==> config.mk <==
export PLATFORM = sky130hd
export DESIGN_NAME = operand_skew_feeder
export DESIGN_NICKNAME = d
export VERILOG_FILES = /design/src/rtl/operand_skew_feeder.sv
export SDC_FILE = /design/constraint.sdc
export NUM_CORES = 1
export LEC_CHECK = 0
export CORE_UTILIZATION = 51
export CTS_CLUSTER_DIAMETER = 40
export DETAILED_ROUTE_END_ITERATION = 7
export PLACE_DENSITY = 0.84
export REMOVE_ABC_BUFFERS = 1
export SETUP_SLACK_MARGIN = 0.1
export SLEW_MARGIN = 20
export SYNTH_ARGS = -nofsm -noshare
export SYNTH_HDL_FRONTEND = slang
export SYNTH_SLANG_ARGS = --single-unit
==> constraint.sdc <==
create_clock -name clk -period 2.1 [get_ports clk]
set_input_delay 0.315 -clock clk [delete_from_list [all_inputs] [get_ports clk]]
set_output_delay 0.315 -clock clk [all_outputs]
set_load 0.1 [all_outputs]
==> src/rtl/operand_skew_feeder.sv <==
`default_nettype none
// ============================================================================
// Module      : operand_skew_feeder
// Description : West-edge operand feeder for an output-stationary PE array.
//               Takes one column of N operands per handshake beat and drives
//               lane i through i+1 registers, so each row sees its element i
//               cycles after row 0. Frames one tile of K beats: a one-cycle
//               psum_clr aligned with the first element in lane 0, zero
//               bubbles when the source stalls, a drain phase that flushes
//               the skew, and a one-cycle done pulse at the end.
// Ports       : clk, rst        - clock, synchronous active-high reset
//               in_valid/ready  - source handshake, in_ready is registered
//               in_data         - N*W column, lane i on [i*W +: W]
//               lane_data/valid - skewed operands and their valid flags
//               psum_clr        - accumulator clear for the tile's first cycle
//               busy, done      - tile in progress / tile fully emitted
// Revision    : 1.0 - initial release
// ============================================================================
module operand_skew_feeder #(
    parameter int N = 4,
    parameter int W = 32,
    parameter int K = 4
) (
    input  logic           clk,
    input  logic           rst,
    input  logic           in_valid,
    output logic           in_ready,
    input  logic [N*W-1:0] in_data,
    output logic [N*W-1:0] lane_data,
    output logic [N-1:0]   lane_valid,
    output logic           psum_clr,
    output logic           busy,
    output logic           done
);

    localparam int BW = $clog2(K + 1);
    localparam int DW = $clog2(N);
    localparam logic [BW-1:0] BEAT_LAST  = BW'(K);
    // DRAIN lasts N-1 cycles; the count starts at 0 on entry.
    localparam logic [DW-1:0] DRAIN_LAST = DW'(N - 2);

    typedef enum logic [1:0] {
        IDLE  = 2'd0,
        LOAD  = 2'd1,
        DRAIN = 2'd2,
        DONE  = 2'd3
    } state_t;

    state_t        state;
    state_t        next_state;
    logic [BW-1:0] beat_cnt;
    logic [BW-1:0] beat_cnt_next;
    logic [BW-1:0] beat_cnt_inc;
    logic [DW-1:0] drain_cnt;
    logic [DW-1:0] drain_cnt_next;
    logic          accept;

    assign accept       = in_valid && in_ready;
    assign beat_cnt_inc = beat_cnt + BW'(1);

    always_comb begin
        next_state     = state;
        beat_cnt_next  = beat_cnt;
        drain_cnt_next = drain_cnt;
        case (state)
            IDLE: begin
                if (accept) begin
                    beat_cnt_next  = BW'(1);
                    drain_cnt_next = '0;
                    next_state     = (K == 1) ? DRAIN : LOAD;
                end
            end
            LOAD: begin
                if (accept) begin
                    beat_cnt_next = beat_cnt_inc;
                    if (beat_cnt_inc == BEAT_LAST) begin
                        next_state     = DRAIN;
                        drain_cnt_next = '0;
                    end
                end
            end
            DRAIN: begin
                if (drain_cnt == DRAIN_LAST) begin
                    next_state = DONE;
                end else begin
                    drain_cnt_next = drain_cnt + DW'(1);
                end
            end
            DONE: begin
                next_state = IDLE;
            end
            default: begin
                next_state = IDLE;
            end
        endcase
    end

    always_ff @(posedge clk) begin
        if (rst) begin
            state     <= IDLE;
            beat_cnt  <= '0;
            drain_cnt <= '0;
            in_ready  <= 1'b0;
            psum_clr  <= 1'b0;
        end else begin
            state     <= next_state;
            beat_cnt  <= beat_cnt_next;
            drain_cnt <= drain_cnt_next;
            // Registered ready follows the state being entered, so it falls
            // on the edge taking the last beat and rises on leaving DONE.
            in_ready  <= (next_state == IDLE) || (next_state == LOAD);
            // Lane 0 shows beat 0 in the cycle after its accept edge.
            psum_clr  <= accept && (state == IDLE);
        end
    end

    assign busy = (state != IDLE);
    assign done = (state == DONE);

    // Lane i: i+1 stage shift chain. Non-accept cycles feed zero bubbles.
    for (genvar i = 0; i < N; i++) begin : g_lane
        logic [W-1:0] sdata  [0:i];
        logic         svalid [0:i];

        always_ff @(posedge clk) begin
            if (rst) begin
                for (int j = 0; j <= i; j++) begin
                    sdata[j]  <= '0;
                    svalid[j] <= 1'b0;
                end
            end else begin
                sdata[0]  <= accept ? in_data[i*W +: W] : '0;
                svalid[0] <= accept;
                for (int j = 1; j <= i; j++) begin
                    sdata[j]  <= sdata[j-1];
                    svalid[j] <= svalid[j-1];
                end
            end
        end

        assign lane_data[i*W +: W] = sdata[i];
        assign lane_valid[i]       = svalid[i];
    end

endmodule
`default_nettype wire

==> out/qor.csv <==
metric;value;unit
outcome;completed;
p_switching;0.00308;W
vdd_drop_max;0.763;mV
powerDensity;1090;nW/um2
worstRegToRegCells;4;
async_flop_share;0;
tightestPinTransition;0.431;ns
synth_enable_flop_cells;0;
hpwl;11400;um
drcViolationCount;0;
grt_max_degree;103;
area_growth;32.2;%
rr_endpoint;drain_cnt[1];
cp-end-kind;output pin;
whs;0.111;ns
cts_buffers;39;
swShare;0.215;
p_clk_frac;0.492;
ys.flop_type;dfxtp_1;
ctsHtreeMaxLevel;2;
initial_core_util;0.526;
synth_cell_types;32;
coreArea;18900;um2
instances_no_fill;1297;
fin_tns_setup;0;ns
final.setup.worst_slack;0.292;ns
drt_iter0_drc;94;
grt_usage;0.168;
hp-class;in -> reg;
slew_viol_final;0;
cp_data_required_time;1.78;ns
routed_wl;17100;um
start_kind;flop;
synth_seq_cells;333;
routabilityCongestion;0.766;
yosysSeqAreaShare;0.671;
finalNetCount;1142;
ys_warn_count;0;
dr.pass1.iters;4;
grt_pass1_wl;26200;um
dpl.cell_count;1227;
num_io_pins;267;
netlist_area;9940;um2
die_x;142;um
slew_headroom;0.712;
antenna_left;0;
vias;5477;
drive_gt1_frac;0.203;
finalCriticalPeriod;1.81;ns
power.total;0.0144;W
routed_via_density;4.22;
worst_path_max_delay_cell;dfxtp_1;
fp.dieH;142;um
final-hold-violation-count;0;
overflow;0;
setup_viol;0;
critPathMaxStageDelay;0.55;ns
cap_violations;0;
leakage;5.62;nW
die_area;20000;um2
combPwrFrac;0.057;
r2r_slack;0.67;ns
path_class;reg -> out;
holdPathEnd;g_lane[3].sdata[0][35];
tritoncts;built;
pre_cts_ws;0.347;ns
clock-skew-final;0.0158;ns
grt_pass1_vias;5441;
hold_depth;2;
clockBufferDepth;3;
wl_per_cell;13.1;um
clk_pin_slew;0.06;ns
cts_setup_buffers;0;
portBuffers;266;
diodes;0;
rsz0062_at_grt;no;
row_count;50;
holdBufCountCts;0;
postSynthCellCount;836;
min-delay-start;rst;
pwr-share-seq;0.451;
post_synth.cell_area_avg;11.9;um2
max_freq;0.553;GHz
intPower;0.0113;W
cts-root-buf;clkbuf_16;
path_cells;and2_1 -> buf_12;
critPathMaxFanout;11;
crit_arrival;1.49;ns
fin_crit_sh;0.861;
postCtsResizedCells;0;
clkLatencyLatePin;0.51;ns
grt_antenna_before_repair;1;
cts_sinks;333;
r2r_start;beat_cnt[0];
## routing by layer
layer,vias to the layer above,wire length (um),GRT usage
met3,38,1420,0.0645
met2,196,8790,0.313
met4,2,388,0.0623
met1,2442,6440,0.169
met5,-,12,0
li1,2799,-,-
## sequential cells by signal, indices dropped and copies added, names as in the netlist
register       flops
beat_cnt           3
drain_cnt          2
g_lane.sdata     320
g_lane.svalid      4
in_ready           1
psum_clr           1
state              2
## worst max-delay path, delay by kind of cell, from the launching register on
| kind | cells | cell delay, ns |
|---|---|---|
| DFF | 1 | 0.55 |
| and+or+nand+nor | 1 | 0.25 |
| buffers and inverters | 1 | 0.19 |
## area by class of cell
type                    instances  area (um2)
well taps                     260         325
clock buffers                  47        1050
clock inverters                23         350
fillers                      1364        5750
flip-flops and latches        333        6670
repair buffers                270        2430
multi-input cells             362        2310
inverters                       2        7.51
## power by group through the flow
stage	Clock, W	Sequential (W)	Combinational, W
floorplan	0	0.00689	0.000114
global placement	0	0.00660	0.000809
detailed placement	0	0.00661	0.000818
CTS	0.00721	0.00647	0.000822
global route	0.00746	0.00648	0.000856
finish	0.00707	0.00647	0.000813
## through the flow
stage / cell area (um2) / util
after global routing: 13100 / 0.695
after floorplan: 8980 / -
after CTS: 13100 / 0.695
final: 13100 / 0.695
after global placement: 11700 / 0.621
after detailed placement: 11700 / 0.621
## kinds of logic (layout without fill, tap and decap cells)
group,after synthesis,in the layout,synth area share
AO/OA/AOI/OAI,13,13,0.00982
XOR/XNOR,1,1,0.000882
adder cells (fa/ha/maj),3,3,0.00378
buffers and inverters,141,342,0.0968
flip-flops,333,333,0.671
AND/OR/NAND/NOR,345,345,0.218
## worst max path at each step
| stage | startpoint | end | slack, ns |
|---|---|---|---|
| floorplan | in_ready | g_lane[0].sdata[0][0] | -0.99 |
| global placement | in_valid | g_lane[0].sdata[0][8] | 0.40 |
| detailed placement | in_valid | g_lane[1].sdata[0][17] | 0.35 |
| CTS | state[0] | done | 0.29 |
| global route | state[0] | done | 0.21 |
| finish | state[0] | done | 0.29 |
## layout by cell type (no fill, tap or decap), drive strengths merged, types with 2 or more instances in the layout
cell | synthesis | layout
nand3 | 2 | 2
and2 | 129 | 129
bufinv | 0 | 7
dfxtp | 333 | 333
a21oi | 5 | 5
inv | 2 | 9
clkbuf | 19 | 47
nand3b | 3 | 3
clkinv | 0 | 8
nor2 | 3 | 3
clkdlybuf4s50 | 0 | 129
and3b | 2 | 2
nand2 | 3 | 3
ha | 3 | 3
nor2b | 196 | 196
buf | 120 | 141
## cells in the mapped netlist (all sizes together) (2+ instances only)
cell type  count  area (um2)
nor2           3        13.8
buf          120         883
ha             3        37.5
dfxtp        333        6670
inv            2        7.50
a21oi          5        25.0
and2         129         807
nand3b         3        22.5
and3b          2        17.5
clkbuf        19        71.3
nor2b        196        1230
nand3          2        10.0
nand2          3        11.3
No activity file was read; power rests on OpenSTA's default activity.
